### src/rtl/lcd_pkg.sv
// Shared constants, state encodings and the init command table for the LCD text sequencer.
// Latency: n/a (package only).
// Backpressure: n/a (package only).
package lcd_pkg;

  localparam logic [7:0] LCD_FUNC_SET = 8'h38;
  localparam logic [7:0] LCD_DISP_ON  = 8'h0C;
  localparam logic [7:0] LCD_CLEAR    = 8'h01;
  localparam logic [7:0] LCD_ENTRY    = 8'h06;
  localparam logic [7:0] LCD_LINE1    = 8'h80;
  localparam logic [7:0] LCD_LINE2    = 8'hC0;

  localparam int LCD_COLS    = 16;
  localparam int LCD_ROWS    = 2;
  localparam int INIT_LEN    = 4;
  // One set-address command per row plus every character of that row.
  localparam int REFRESH_LEN = LCD_ROWS * (LCD_COLS + 1);

  typedef enum logic [1:0] {
    SEQ_PWRUP,
    SEQ_INIT,
    SEQ_IDLE,
    SEQ_REFRESH
  } seq_state_t;

  typedef enum logic [2:0] {
    XF_IDLE,
    XF_SETUP,
    XF_PULSE,
    XF_WCLR,
    XF_WDONE,
    XF_GAP
  } xfer_state_t;

  function automatic logic [7:0] init_cmd(input logic [1:0] i);
    logic [7:0] c;
    case (i)
      2'd0:    c = LCD_FUNC_SET;
      2'd1:    c = LCD_DISP_ON;
      2'd2:    c = LCD_CLEAR;
      default: c = LCD_ENTRY;
    endcase
    return c;
  endfunction

endpackage

### src/rtl/lcd_text_sequencer_if.sv
// Host buffer port plus the byte-level link to the LCD write controller.
// Latency: n/a (signal bundle only).
// Backpressure: controller link is Start/Done; host writes are never refused.
interface lcd_text_sequencer_if;
  logic       iWr;
  logic [4:0] iAddr;
  logic [7:0] iChar;
  logic       iRefresh;
  logic       oReady;
  logic       oBusy;
  logic [7:0] oLCD_DATA;
  logic       oLCD_RS;
  logic       oLCD_Start;
  logic       iLCD_Done;

  // Sequencer side.
  modport master (
    input  iWr, iAddr, iChar, iRefresh, iLCD_Done,
    output oReady, oBusy, oLCD_DATA, oLCD_RS, oLCD_Start
  );

  // Host and controller side.
  modport slave (
    output iWr, iAddr, iChar, iRefresh, iLCD_Done,
    input  oReady, oBusy, oLCD_DATA, oLCD_RS, oLCD_Start
  );
endinterface

### src/rtl/lcd_byte_xfer.sv
// Pushes one byte through the controller Start/Done handshake, then waits out the settle gap.
// Latency: SETUP 1 + PULSE 1 + Done wait + gap of CMD_CYC+1 (CLR_CYC+1 for clear) cycles; ack on last gap cycle.
// Backpressure: caller holds req until ack; a Done that never toggles stalls here until reset.
module lcd_byte_xfer
  import lcd_pkg::*;
#(
  parameter int CMD_CYC = 2000,
  parameter int CLR_CYC = 100000,
  parameter int CNT_W   = 20
) (
  input  logic       clk,
  input  logic       rst,
  input  logic       req,
  input  logic [7:0] byte_val,
  input  logic       rs,
  input  logic       long_gap,
  input  logic       done,
  output logic       ack,
  output logic [7:0] lcd_data,
  output logic       lcd_rs,
  output logic       lcd_start
);

  localparam logic [CNT_W-1:0] CMD_LIM = CNT_W'(CMD_CYC);
  localparam logic [CNT_W-1:0] CLR_LIM = CNT_W'(CLR_CYC);

  xfer_state_t      state, state_nxt;
  logic [7:0]       data_q;
  logic             rs_q;
  logic             long_q;
  logic [CNT_W-1:0] cnt;

  // State register, byte capture at the end of SETUP, and the gap counter.
  always_ff @(posedge clk) begin
    if (rst) begin
      state  <= XF_IDLE;
      data_q <= 8'h00;
      rs_q   <= 1'b0;
      long_q <= 1'b0;
      cnt    <= '0;
    end else begin
      state <= state_nxt;
      // Capturing at the end of SETUP means a buffer write landing on that
      // same edge does not disturb the byte already on the bus.
      if (state == XF_SETUP) begin
        data_q <= byte_val;
        rs_q   <= rs;
        long_q <= long_gap;
      end
      if (state == XF_WDONE && done) begin
        cnt <= '0;
      end else if (state == XF_GAP) begin
        cnt <= cnt + CNT_W'(1);
      end
    end
  end

  // Handshake sequencing: Start stays high from PULSE until Done has been seen low then high.
  always_comb begin
    state_nxt = state;
    ack       = 1'b0;
    lcd_start = 1'b0;
    lcd_data  = data_q;
    lcd_rs    = rs_q;
    case (state)
      XF_IDLE: begin
        if (req) state_nxt = XF_SETUP;
      end
      XF_SETUP: begin
        lcd_data  = byte_val;
        lcd_rs    = rs;
        state_nxt = XF_PULSE;
      end
      XF_PULSE: begin
        lcd_start = 1'b1;
        state_nxt = XF_WCLR;
      end
      XF_WCLR: begin
        // Done may still be high from the previous byte; wait for the
        // controller to acknowledge this edge by dropping it.
        lcd_start = 1'b1;
        if (!done) state_nxt = XF_WDONE;
      end
      XF_WDONE: begin
        lcd_start = 1'b1;
        if (done) state_nxt = XF_GAP;
      end
      XF_GAP: begin
        if (cnt >= (long_q ? CLR_LIM : CMD_LIM)) begin
          ack       = 1'b1;
          state_nxt = XF_IDLE;
        end
      end
      default: state_nxt = XF_IDLE;
    endcase
  end

endmodule

### src/rtl/lcd_text_sequencer.sv
// Power-up wait, init command list, then full-screen refreshes of a 2x16 character buffer.
// Latency: refresh starts the cycle after iRefresh in IDLE; each byte costs one lcd_byte_xfer round.
// Backpressure: paced by controller Done; refresh requests while busy collapse into one pending refresh.
module lcd_text_sequencer
  import lcd_pkg::*;
#(
  parameter int PWRUP_CYC = 750000,
  parameter int CMD_CYC   = 2000,
  parameter int CLR_CYC   = 100000,
  parameter int CNT_W     = 20
) (
  input  logic                 iCLK,
  input  logic                 Reset,
  lcd_text_sequencer_if.master bus
);

  localparam logic [CNT_W-1:0] PWRUP_LIM = CNT_W'(PWRUP_CYC);
  localparam logic [5:0]       INIT_END  = 6'(INIT_LEN - 1);
  localparam logic [5:0]       LINE2_IDX = 6'(LCD_COLS + 1);
  localparam logic [5:0]       REF_END   = 6'(REFRESH_LEN - 1);

  seq_state_t       state, state_nxt;
  logic [5:0]       idx;
  logic [CNT_W-1:0] pwr_cnt;
  logic             pending;
  logic             ready;
  logic [7:0]       char_buf [LCD_ROWS*LCD_COLS];

  logic             req;
  logic             ack;
  logic [7:0]       byte_val;
  logic             rs;
  logic             long_gap;
  logic [4:0]       rd_addr;

  // Screen buffer: cleared to spaces on reset, host may write in any state.
  always_ff @(posedge iCLK) begin
    if (Reset) begin
      for (int i = 0; i < LCD_ROWS*LCD_COLS; i++) char_buf[i] <= 8'h20;
    end else if (bus.iWr) begin
      char_buf[bus.iAddr] <= bus.iChar;
    end
  end

  // Top state, transfer index, power-up counter, ready and pending-refresh flags.
  always_ff @(posedge iCLK) begin
    if (Reset) begin
      state   <= SEQ_PWRUP;
      idx     <= 6'd0;
      pwr_cnt <= '0;
      pending <= 1'b0;
      ready   <= 1'b0;
    end else begin
      state <= state_nxt;
      if (state == SEQ_PWRUP) pwr_cnt <= pwr_cnt + CNT_W'(1);
      if (ack) begin
        if ((state == SEQ_INIT && idx == INIT_END) ||
            (state == SEQ_REFRESH && idx == REF_END)) begin
          idx <= 6'd0;
        end else begin
          idx <= idx + 6'd1;
        end
      end
      if (state == SEQ_INIT && ack && idx == INIT_END) ready <= 1'b1;
      // IDLE always consumes the pending request as it leaves for REFRESH.
      if (state == SEQ_IDLE) pending <= 1'b0;
      else if (bus.iRefresh) pending <= 1'b1;
    end
  end

  // Next-state and byte selection: init table in INIT, address commands and buffer in REFRESH.
  always_comb begin
    state_nxt = state;
    req       = 1'b0;
    byte_val  = 8'h00;
    rs        = 1'b0;
    rd_addr   = 5'd0;
    case (state)
      SEQ_PWRUP: begin
        if (pwr_cnt >= PWRUP_LIM) state_nxt = SEQ_INIT;
      end
      SEQ_INIT: begin
        req      = 1'b1;
        byte_val = init_cmd(idx[1:0]);
        if (ack && idx == INIT_END) state_nxt = SEQ_REFRESH;
      end
      SEQ_IDLE: begin
        if (bus.iRefresh || pending) state_nxt = SEQ_REFRESH;
      end
      SEQ_REFRESH: begin
        req = 1'b1;
        if (idx == 6'd0) begin
          byte_val = LCD_LINE1;
        end else if (idx == LINE2_IDX) begin
          byte_val = LCD_LINE2;
        end else begin
          rs       = 1'b1;
          // Skip the one (line 1) or two (line 2) address commands ahead of this char.
          rd_addr  = (idx < LINE2_IDX) ? 5'(idx - 6'd1) : 5'(idx - 6'd2);
          byte_val = char_buf[rd_addr];
        end
        if (ack && idx == REF_END) state_nxt = SEQ_IDLE;
      end
      default: state_nxt = SEQ_PWRUP;
    endcase
  end

  assign long_gap   = !rs && (byte_val == LCD_CLEAR);
  assign bus.oReady = ready;
  assign bus.oBusy  = (state != SEQ_IDLE);

  lcd_byte_xfer #(
    .CMD_CYC (CMD_CYC),
    .CLR_CYC (CLR_CYC),
    .CNT_W   (CNT_W)
  ) u_xfer (
    .clk       (iCLK),
    .rst       (Reset),
    .req       (req),
    .byte_val  (byte_val),
    .rs        (rs),
    .long_gap  (long_gap),
    .done      (bus.iLCD_Done),
    .ack       (ack),
    .lcd_data  (bus.oLCD_DATA),
    .lcd_rs    (bus.oLCD_RS),
    .lcd_start (bus.oLCD_Start)
  );

endmodule

### src/flat_wrapper.sv
// flat-port wrapper written by rule: the top's interface ports become plain ports
module lcd_text_sequencer_flat import lcd_pkg::*;
#(
  parameter int PWRUP_CYC = 750000,
  parameter int CMD_CYC   = 2000,
  parameter int CLR_CYC   = 100000,
  parameter int CNT_W     = 20
)
  (iCLK, Reset, bus_iWr, bus_iAddr, bus_iChar, bus_iRefresh, bus_iLCD_Done, bus_oReady, bus_oBusy, bus_oLCD_DATA, bus_oLCD_RS, bus_oLCD_Start);
  lcd_text_sequencer_if bus_i ();
  input  logic iCLK;
  input  logic Reset;
  input wire logic [$bits(bus_i.iWr)-1:0] bus_iWr;
  input wire logic [$bits(bus_i.iAddr)-1:0] bus_iAddr;
  input wire logic [$bits(bus_i.iChar)-1:0] bus_iChar;
  input wire logic [$bits(bus_i.iRefresh)-1:0] bus_iRefresh;
  input wire logic [$bits(bus_i.iLCD_Done)-1:0] bus_iLCD_Done;
  output wire logic [$bits(bus_i.oReady)-1:0] bus_oReady;
  output wire logic [$bits(bus_i.oBusy)-1:0] bus_oBusy;
  output wire logic [$bits(bus_i.oLCD_DATA)-1:0] bus_oLCD_DATA;
  output wire logic [$bits(bus_i.oLCD_RS)-1:0] bus_oLCD_RS;
  output wire logic [$bits(bus_i.oLCD_Start)-1:0] bus_oLCD_Start;
  assign bus_i.iWr = bus_iWr;
  assign bus_i.iAddr = bus_iAddr;
  assign bus_i.iChar = bus_iChar;
  assign bus_i.iRefresh = bus_iRefresh;
  assign bus_i.iLCD_Done = bus_iLCD_Done;
  assign bus_oReady = bus_i.oReady;
  assign bus_oBusy = bus_i.oBusy;
  assign bus_oLCD_DATA = bus_i.oLCD_DATA;
  assign bus_oLCD_RS = bus_i.oLCD_RS;
  assign bus_oLCD_Start = bus_i.oLCD_Start;
  lcd_text_sequencer #(.PWRUP_CYC(PWRUP_CYC), .CMD_CYC(CMD_CYC), .CLR_CYC(CLR_CYC), .CNT_W(CNT_W)) u_core (.iCLK(iCLK), .Reset(Reset), .bus(bus_i));
endmodule
### config.mk
export PLATFORM = sky130hd
export DESIGN_NAME = lcd_text_sequencer_flat
export DESIGN_NICKNAME = d
export VERILOG_FILES = /design/src/rtl/lcd_pkg.sv /design/src/rtl/lcd_text_sequencer_if.sv /design/src/rtl/lcd_byte_xfer.sv /design/src/rtl/lcd_text_sequencer.sv /design/src/flat_wrapper.sv
export SDC_FILE = /design/constraint.sdc
export NUM_CORES = 1
export LEC_CHECK = 0
export CORE_UTILIZATION = 38
export CTS_CLUSTER_SIZE = 8
export DETAILED_ROUTE_END_ITERATION = 16
export GPL_ROUTABILITY_DRIVEN = 0
export GPL_TIMING_DRIVEN = 0
export PLACE_DENSITY_LB_ADDON = 0.3
export SLEW_MARGIN = 20
export SYNTH_ARGS = -nofsm -noshare
export SYNTH_HDL_FRONTEND = slang
export SYNTH_HIERARCHICAL = 1
export SYNTH_SLANG_ARGS = --single-unit
### constraint.sdc
create_clock -name iCLK -period 3.8 [get_ports iCLK]
set_input_delay 0.38 -clock iCLK [delete_from_list [all_inputs] [get_ports iCLK]]
set_output_delay 0.38 -clock iCLK [all_outputs]
set_load 0.005 [all_outputs]
==> flow_summary.json, run 1 <==
{
  "drv_cap": 0,
  "cts_tree": "built",
  "criticalPathCategory": "register to output port",
  "final_util_pct": 48.2,
  "synth_edf_count": 256,
  "h-tree-depth": 2,
  "fin_crit_sh_pct": 118,
  "min_from": "u_core/bus.oReady",
  "critPathBufInv": 10,
  "dpl.hpwl_um": 39500,
  "synth_nets": 1536,
  "crit_path_start_kind": "register",
  "clockBufferDepth": 3,
  "setup_tns_ns": -4.92,
  "dpl.cell_count": 2116,
  "crit_required_ns": 3.42,
  "die_area_um2": 45100,
  "die_w_um": 212,
  "ys_seq_area_share_pct": 53.2,
  "layout_setup_ws_ns": -0.680,
  "ys_seq_elements": 319,
  "r2r_slack_ns": 0.15,
  "relSlewSlack_pct": 26.4,
  "setup_viol": 8,
  "insertion_delay_ns": 0.57,
  "die_h_um": 212,
  "hold_viol_final": 0,
  "cts_buffers": 46,
  "stdcell_count": 2240,
  "grt_usage_pct": 26.2,
  "synthArstFlopShare_pct": 0,
  "status": "finished, violations left",
  "synthAdderAreaFrac_pct": 1.26,
  "drv_slew": 0,
  "synth_top_family_by_area": "simple AND/OR/NAND/NOR gates",
  "worstMarginPinSlew_ns": 1.09,
  "synthFlopType": "edfxtp_1",
  "row_count": 76,
  "p_total_mw": 8.13,
  "drc_errors": 0,
  "whs_path_depth": 2,
  "pwr_density_cell_nw_per_um2": 389,
  "synth_cell_types": 91,
  "max_stage_delay_ns": 0.49,
  "synthesis.area_um2": 16800,
  "drive_gt1_share_pct": 22.7,
  "synth-simple-area-share_pct": 22.2,
  "p_leak_nw": 7.21,
  "initial_core_util_pct": 38.8,
  "hold_end": "u_core/bus.oReady",
  "via_count": 13600,
  "antenna_found_initial": 2,
  "violations": "setup timing",
  "path_cells": "clkinvlp_4, clkbuf_16, ha_4, buf_8, buf_4, a211o_1, buf_6, buf_4, buf_6, buf_12, buf_6, mux4_2, nand2_2, a41o_1, o41ai_4, mux2_4, buf_6",
  "worst_path_most_repeated_cell": "buf_6",
  "io_buffers": 29,
  "coreArea_um2": 43400,
  "ir_drop_mv": 0.309,
  "skew_ns": 0.0229,
  "r2r_cells": 14,
  "cp-end-kind": "output port",
  "r2r_start": "u_core/idx[1]",
  "antenna-diode-count": 0,
  "period_needed_ns": 4.48,
  "slowest_stage": "o41ai_4",
  "path_max_fanout": 6,
  "clk_pin_slew_worst_paths_ns": 0.05,
  "fin_nets": 1675,
  "grt.overflow.total": 0,
  "stdcell_area_um2": 20900,
  "pre_cts_slack_ns": -2.48,
  "rsz0062_at_grt": "true",
  "ios": 30,
  "drt-pass1-iter-count": 7,
  "max_freq_mhz": 223,
  "antenna_left": 0,
  "yosys_warnings": 6,
  "drt-total-wl_um": 59400,
  "crit_family": "buffers and inverters",
  "syn_area_per_cell_um2": 11.2,
  "grt_pass1_vias": 13400,
  "dpl-instance-area_um2": 17900,
  "muxShareOfSynthArea_pct": 7.69,
  "synthXorXnorAreaFrac_pct": 1.30,
  "post_drt_wl_per_cell_um": 26.5,
  "grt_max_degree": 14,
  "synth-compound-area-share_pct": 11.0,
  "viasPerCell": 6.09,
  "root_buffer": "clkbuf_16",
  "synthToLayoutAreaGrowth_pct": 24.2,
  "r2r_end": "u_core/u_xfer/data_q[0]",
  "grt_pass1_wl_um": 85600,
  "cts.sinks": 319,
  "drt_iter0_drc": 1692,
  "hold_class": "register to register",
  "critPathArrivalTime_ns": 4.10,
  "hold_ws_ns": 0.468,
  "netlist_instances": 1501
}
[per-layer routing]
metal / share of wire, % / vias to the layer above / global-route usage (%)
met3: 11 / 207 / 6.81
met1: 39 / 6729 / 33.6
met2: 45 / 860 / 40.3
li1: - / 5847 / -
met5: 0 / - / 0
met4: 5.5 / 0 / 14.6
[worst reg2reg max path: cells and delay by family, from the launching register on]
kind / cells / cell delay, ns
buffers and inverters: 5 / 0.68
multiplexers: 3 / 1.11
AND/OR/NAND/NOR: 2 / 0.40
AO/OA/AOI/OAI: 3 / 0.80
flip-flops: 1 / 0.38
adder cells (fa/ha/maj): 1 / 0.17
[synth_stat cells (5+ instances only)]
cell type	number	share of area, %
clkbuf_1	71	1.6
nand4_1	14	0.52
mux2i_1	50	3.0
a311oi_1	9	0.47
buf_1	6	0.13
a211oi_1	49	2.2
inv_1	16	0.36
o211ai_1	10	0.45
nor2_1	88	2.0
edfxtp_1	256	46
mux4_2	19	2.5
buf_6	5	0.33
nand3_1	24	0.71
a2111oi_0	7	0.36
o21ai_0	32	0.95
nor3_1	22	0.65
nor4_1	8	0.30
nand2_1	89	2.0
buf_2	23	0.68
ha_1	17	1.3
a31oi_1	10	0.37
and3_1	24	0.89
mux2_1	5	0.33
dfxtp_1	63	7.5
nand3b_1	6	0.27
or2_2	35	1.3
or3_1	46	1.7
xor2_1	18	0.94
a21oi_1	53	1.6
a211o_1	5	0.26
or4_1	14	0.62
o311ai_0	5	0.26
o22ai_1	12	0.45
xnor2_1	7	0.36
nand2b_1	10	0.37
o31ai_1	6	0.27
o221ai_1	13	0.68
nor2b_1	23	0.86
and2_1	230	8.6
mux2_2	18	1.2
[cells in the final DEF (no fill, tap or decap), types with 30 or more instances in the layout]
cell type  instances
mux2i_1           44
and2_1           230
o21ai_0           30
buf_4             57
clkbuf_16         51
a21oi_1           49
or3_1             46
dfxtp_1           60
nand2_1           85
edfxtp_1         256
clkbuf_1          61
nor2_1            84
or2_2             34
[final cells by class]
cell class	instances	area, µm²
Clock buffer	61	1240
Sequential cell	319	8960
Clock inverter	2	17.5
Buffer	107	796
Multi-Input combinational cell	1055	8150
Tap cell	585	732
Timing Repair Buffer	94	917
Inverter	17	78.8
Fill cell	3892	22500
[logic make-up after synthesis]
kind of cell | after synthesis
DFF | 319
xor gates and xnor gates | 25
adders and majority gates | 17
muxes | 96
and+or+nand+nor | 657
AOI/OAI and AO/OA | 260
buffers and inverters | 127
[flip-flops by register name (all words and copies together) (netlist names)]
register	flops
u_core/u_xfer/cnt	20
u_core/pwr_cnt	20
u_core/u_xfer/long_q	1
u_core/pending	1
u_core/idx	6
u_core/bus.oReady	1
u_core/state	2
u_core/u_xfer/rs_q	1
u_core/u_xfer/state	3
u_core/char_buf	256
u_core/u_xfer/data_q	8
[report_power, final]
part	internal, mW	switching, mW	total, mW
Sequential	3.93	0.0928	4.03
Combinational	0.141	0.265	0.406
Clock	2.23	1.47	3.70
Total	6.30	1.82	8.13
[worst max-delay path by stage]
stage | startpoint | endpoint | slack, ns | depth (start not counted)
finish | u_core/idx[1] | bus_oLCD_DATA[1] | -0.68 | 17
global route | u_core/idx[1] | bus_oLCD_DATA[0] | -0.69 | 14
CTS | u_core/idx[0] | bus_oLCD_DATA[0] | -0.70 | 15
detailed placement | u_core/idx[0] | bus_oLCD_DATA[7] | -2.48 | 14
global placement | u_core/idx[0] | bus_oLCD_DATA[6] | -3.33 | 14
floorplan | u_core/idx[0] | bus_oLCD_DATA[0] | 0.02 | 14
[repair_timing]
| item | CTS | global route |
|---|---|---|
| gates resized for setup | 253 | 60 |
| hold buffers | 0 | 0 |
| setup buffers | 37 | 22 |
| cloned | 4 | 1 |
| pin swaps | 50 | 32 |
| setup endpoints to repair | 19 | 10 |
Power figures use the tool's default switching activity.
==> inputs of run 2 (changes only) <==
CTS_CLUSTER_SIZE = 10   (was 8)
GPL_ROUTABILITY_DRIVEN = default   (was 0)
==> flow_summary.json, run 2 (same netlist as run 1, synthesis figures left out) <==
{
  "status": "finished, violations left",
  "violations": "setup timing",
  "fin_crit_sh_pct": 119,
  "row_count": 76,
  "place_congestion": 0.972,
  "via_count": 13500,
  "drv_slew": 0,
  "viasPerCell": 6.02,
  "layout_setup_ws_ns": -0.732,
  "grt_pass1_vias": 12900,
  "grt_max_degree": 12,
  "dpl.hpwl_um": 40000,
  "largest_reg_flops": 256,
  "setup_viol": 8,
  "relSlewSlack_pct": 29.4,
  "hold_end": "u_core/bus.oReady",
  "r2r_slack_ns": 0.07,
  "p_leak_nw": 7.13,
  "clk_pin_slew_worst_paths_ns": 0.05,
  "die_h_um": 212,
  "r2r_start": "u_core/idx[0]",
  "rsz0062_at_grt": "true",
  "final_util_pct": 47.7,
  "nFillCells": 3943,
  "period_needed_ns": 4.53,
  "largest-register": "u_core/char_buf",
  "pwr_density_cell_nw_per_um2": 382,
  "setup_tns_ns": -5.03,
  "worstMarginPinSlew_ns": 1.06,
  "max_freq_mhz": 221,
  "hold_class": "register to register",
  "cp-end-kind": "output port",
  "hold_viol_final": 0,
  "h-tree-depth": 2,
  "grt_usage_pct": 26.5,
  "coreArea_um2": 43400,
  "root_buffer": "clkbuf_16",
  "antenna_left": 0,
  "r2r_end": "u_core/u_xfer/data_q[3]",
  "hold_buffers": 0,
  "insertion_delay_ns": 0.58,
  "ir_drop_mv": 0.279,
  "crit_path_start_kind": "register",
  "r2r_cells": 16,
  "drt-total-wl_um": 59800,
  "criticalPathCategory": "register to output port",
  "grt.overflow.total": 0,
  "die_w_um": 212,
  "crit_required_ns": 3.42,
  "hold_ws_ns": 0.469,
  "grt_pass1_wl_um": 85400,
  "ios": 30,
  "drt_iter0_drc": 2066,
  "min_from": "u_core/bus.oReady",
  "post_drt_wl_per_cell_um": 26.8,
  "skew_ns": 0.0215,
  "drt-pass1-iter-count": 5,
  "cts_buffers": 40,
  "fin_nets": 1663,
  "antenna-diode-count": 0,
  "drc_errors": 0,
  "final_cell_mix": "edfxtp_1 (256), and2_1 (230), nand2_1 (86)",
  "io_buffers": 29,
  "cts_tree": "built",
  "pre_cts_slack_ns": -2.45,
  "critPathArrivalTime_ns": 4.15,
  "reg.largest.list": "u_core/char_buf: 256 flops, u_core/pwr_cnt: 20 flops, u_core/u_xfer/cnt: 20 flops",
  "drv_cap": 0,
  "cts.sinks": 319,
  "die_area_um2": 45100,
  "initial_core_util_pct": 38.8,
  "whs_path_depth": 2,
  "mostFrequentLayoutCell": "edfxtp_1",
  "synthToLayoutAreaGrowth_pct": 23.1,
  "drive_gt1_share_pct": 22.0,
  "path_max_fanout": 7,
  "antenna_found_initial": 1,
  "clockBufferDepth": 3
}
## run 2: cell count changes in the layout (fill, tap and decap cells not counted), moves of 3 or more
cell / delta
a211oi_1: +3
clkinv_2: +4
clkbuf_16: -5
buf_4: -8
mux2i_1: +3
and3_4: +3
clkbuf_4: +5
and3_1: -3
## run 2: power by group
| part | total, mW | leakage, nW | internal [mW] | switching [mW] |
|---|---|---|---|---|
| Sequential | 4.02 | 2.96 | 3.93 | 0.0908 |
| Combinational | 0.402 | 3.60 | 0.139 | 0.263 |
| Clock | 3.49 | 0.564 | 1.99 | 1.49 |
## run 2: critical path: stages, from the launching register on
cell and delay [ns]:
dfxtp_4 0.36, inv_4 0.06, clkbuf_16 0.13, clkbuf_16 0.13
ha_4 0.15, or4b_4 0.47, buf_8 0.16, nand3_4 0.14
nand2_8 0.08, buf_12 0.17, buf_6 0.11, mux4_2 0.45
a221oi_2 0.32, a21boi_4 0.33, o21ai_2 0.12, mux2_4 0.28
buf_6 0.12
## run 2: layout make-up
class	instances	area (µm²)	area share (%)
buffer	110	838	4.05
clock buffer	55	1090	5.25
clock inverter	9	77.6	0.375
inverter	17	71.3	0.344
multi-input combinational	1055	8120	39.2
sequential	319	8960	43.3
tap	585	732	3.54
timing repair buffer	85	820	3.96
## run 2: through the flow
step                area (µm²)  instances  total power [mW]
floorplan                16800       1501              4.26
global placement         17900       2115              4.44
detailed placement       17900       2116              4.45
CTS                      20400       2219              7.94
global route             20700       2235              8.12
finish                   20700       2235              7.90
## run 2: worst max path at each step
stage / startpoint / endpoint / slack [ns]
6_report: u_core/idx[0] / bus_oLCD_DATA[3] / -0.73
4_1_cts: u_core/idx[0] / bus_oLCD_DATA[0] / -0.73
2_1_floorplan: u_core/idx[0] / bus_oLCD_DATA[0] / 0.02
3_5_place_dp: u_core/idx[0] / bus_oLCD_DATA[7] / -2.45
5_1_grt: u_core/idx[0] / bus_oLCD_DATA[0] / -0.76
3_3_place_gp: u_core/idx[0] / bus_oLCD_DATA[1] / -3.46
## run 2: repair_timing
| item | CTS | global route |
|---|---|---|
| buffers inserted | 37 | 17 |
| setup endpoints to repair | 19 | 11 |
| pin swaps | 51 | 36 |
| hold endpoints to repair | 0 | 0 |
| gates cloned | 2 | 1 |
| gates resized for setup | 245 | 57 |
## run 2: per-layer routing
metal | global-route usage (%) | share of wire [%]
met1 | 34.7 | 39
met2 | 40.7 | 44
met3 | 6.57 | 11
met4 | 13.4 | 5.3
met5 | 0 | 0.018
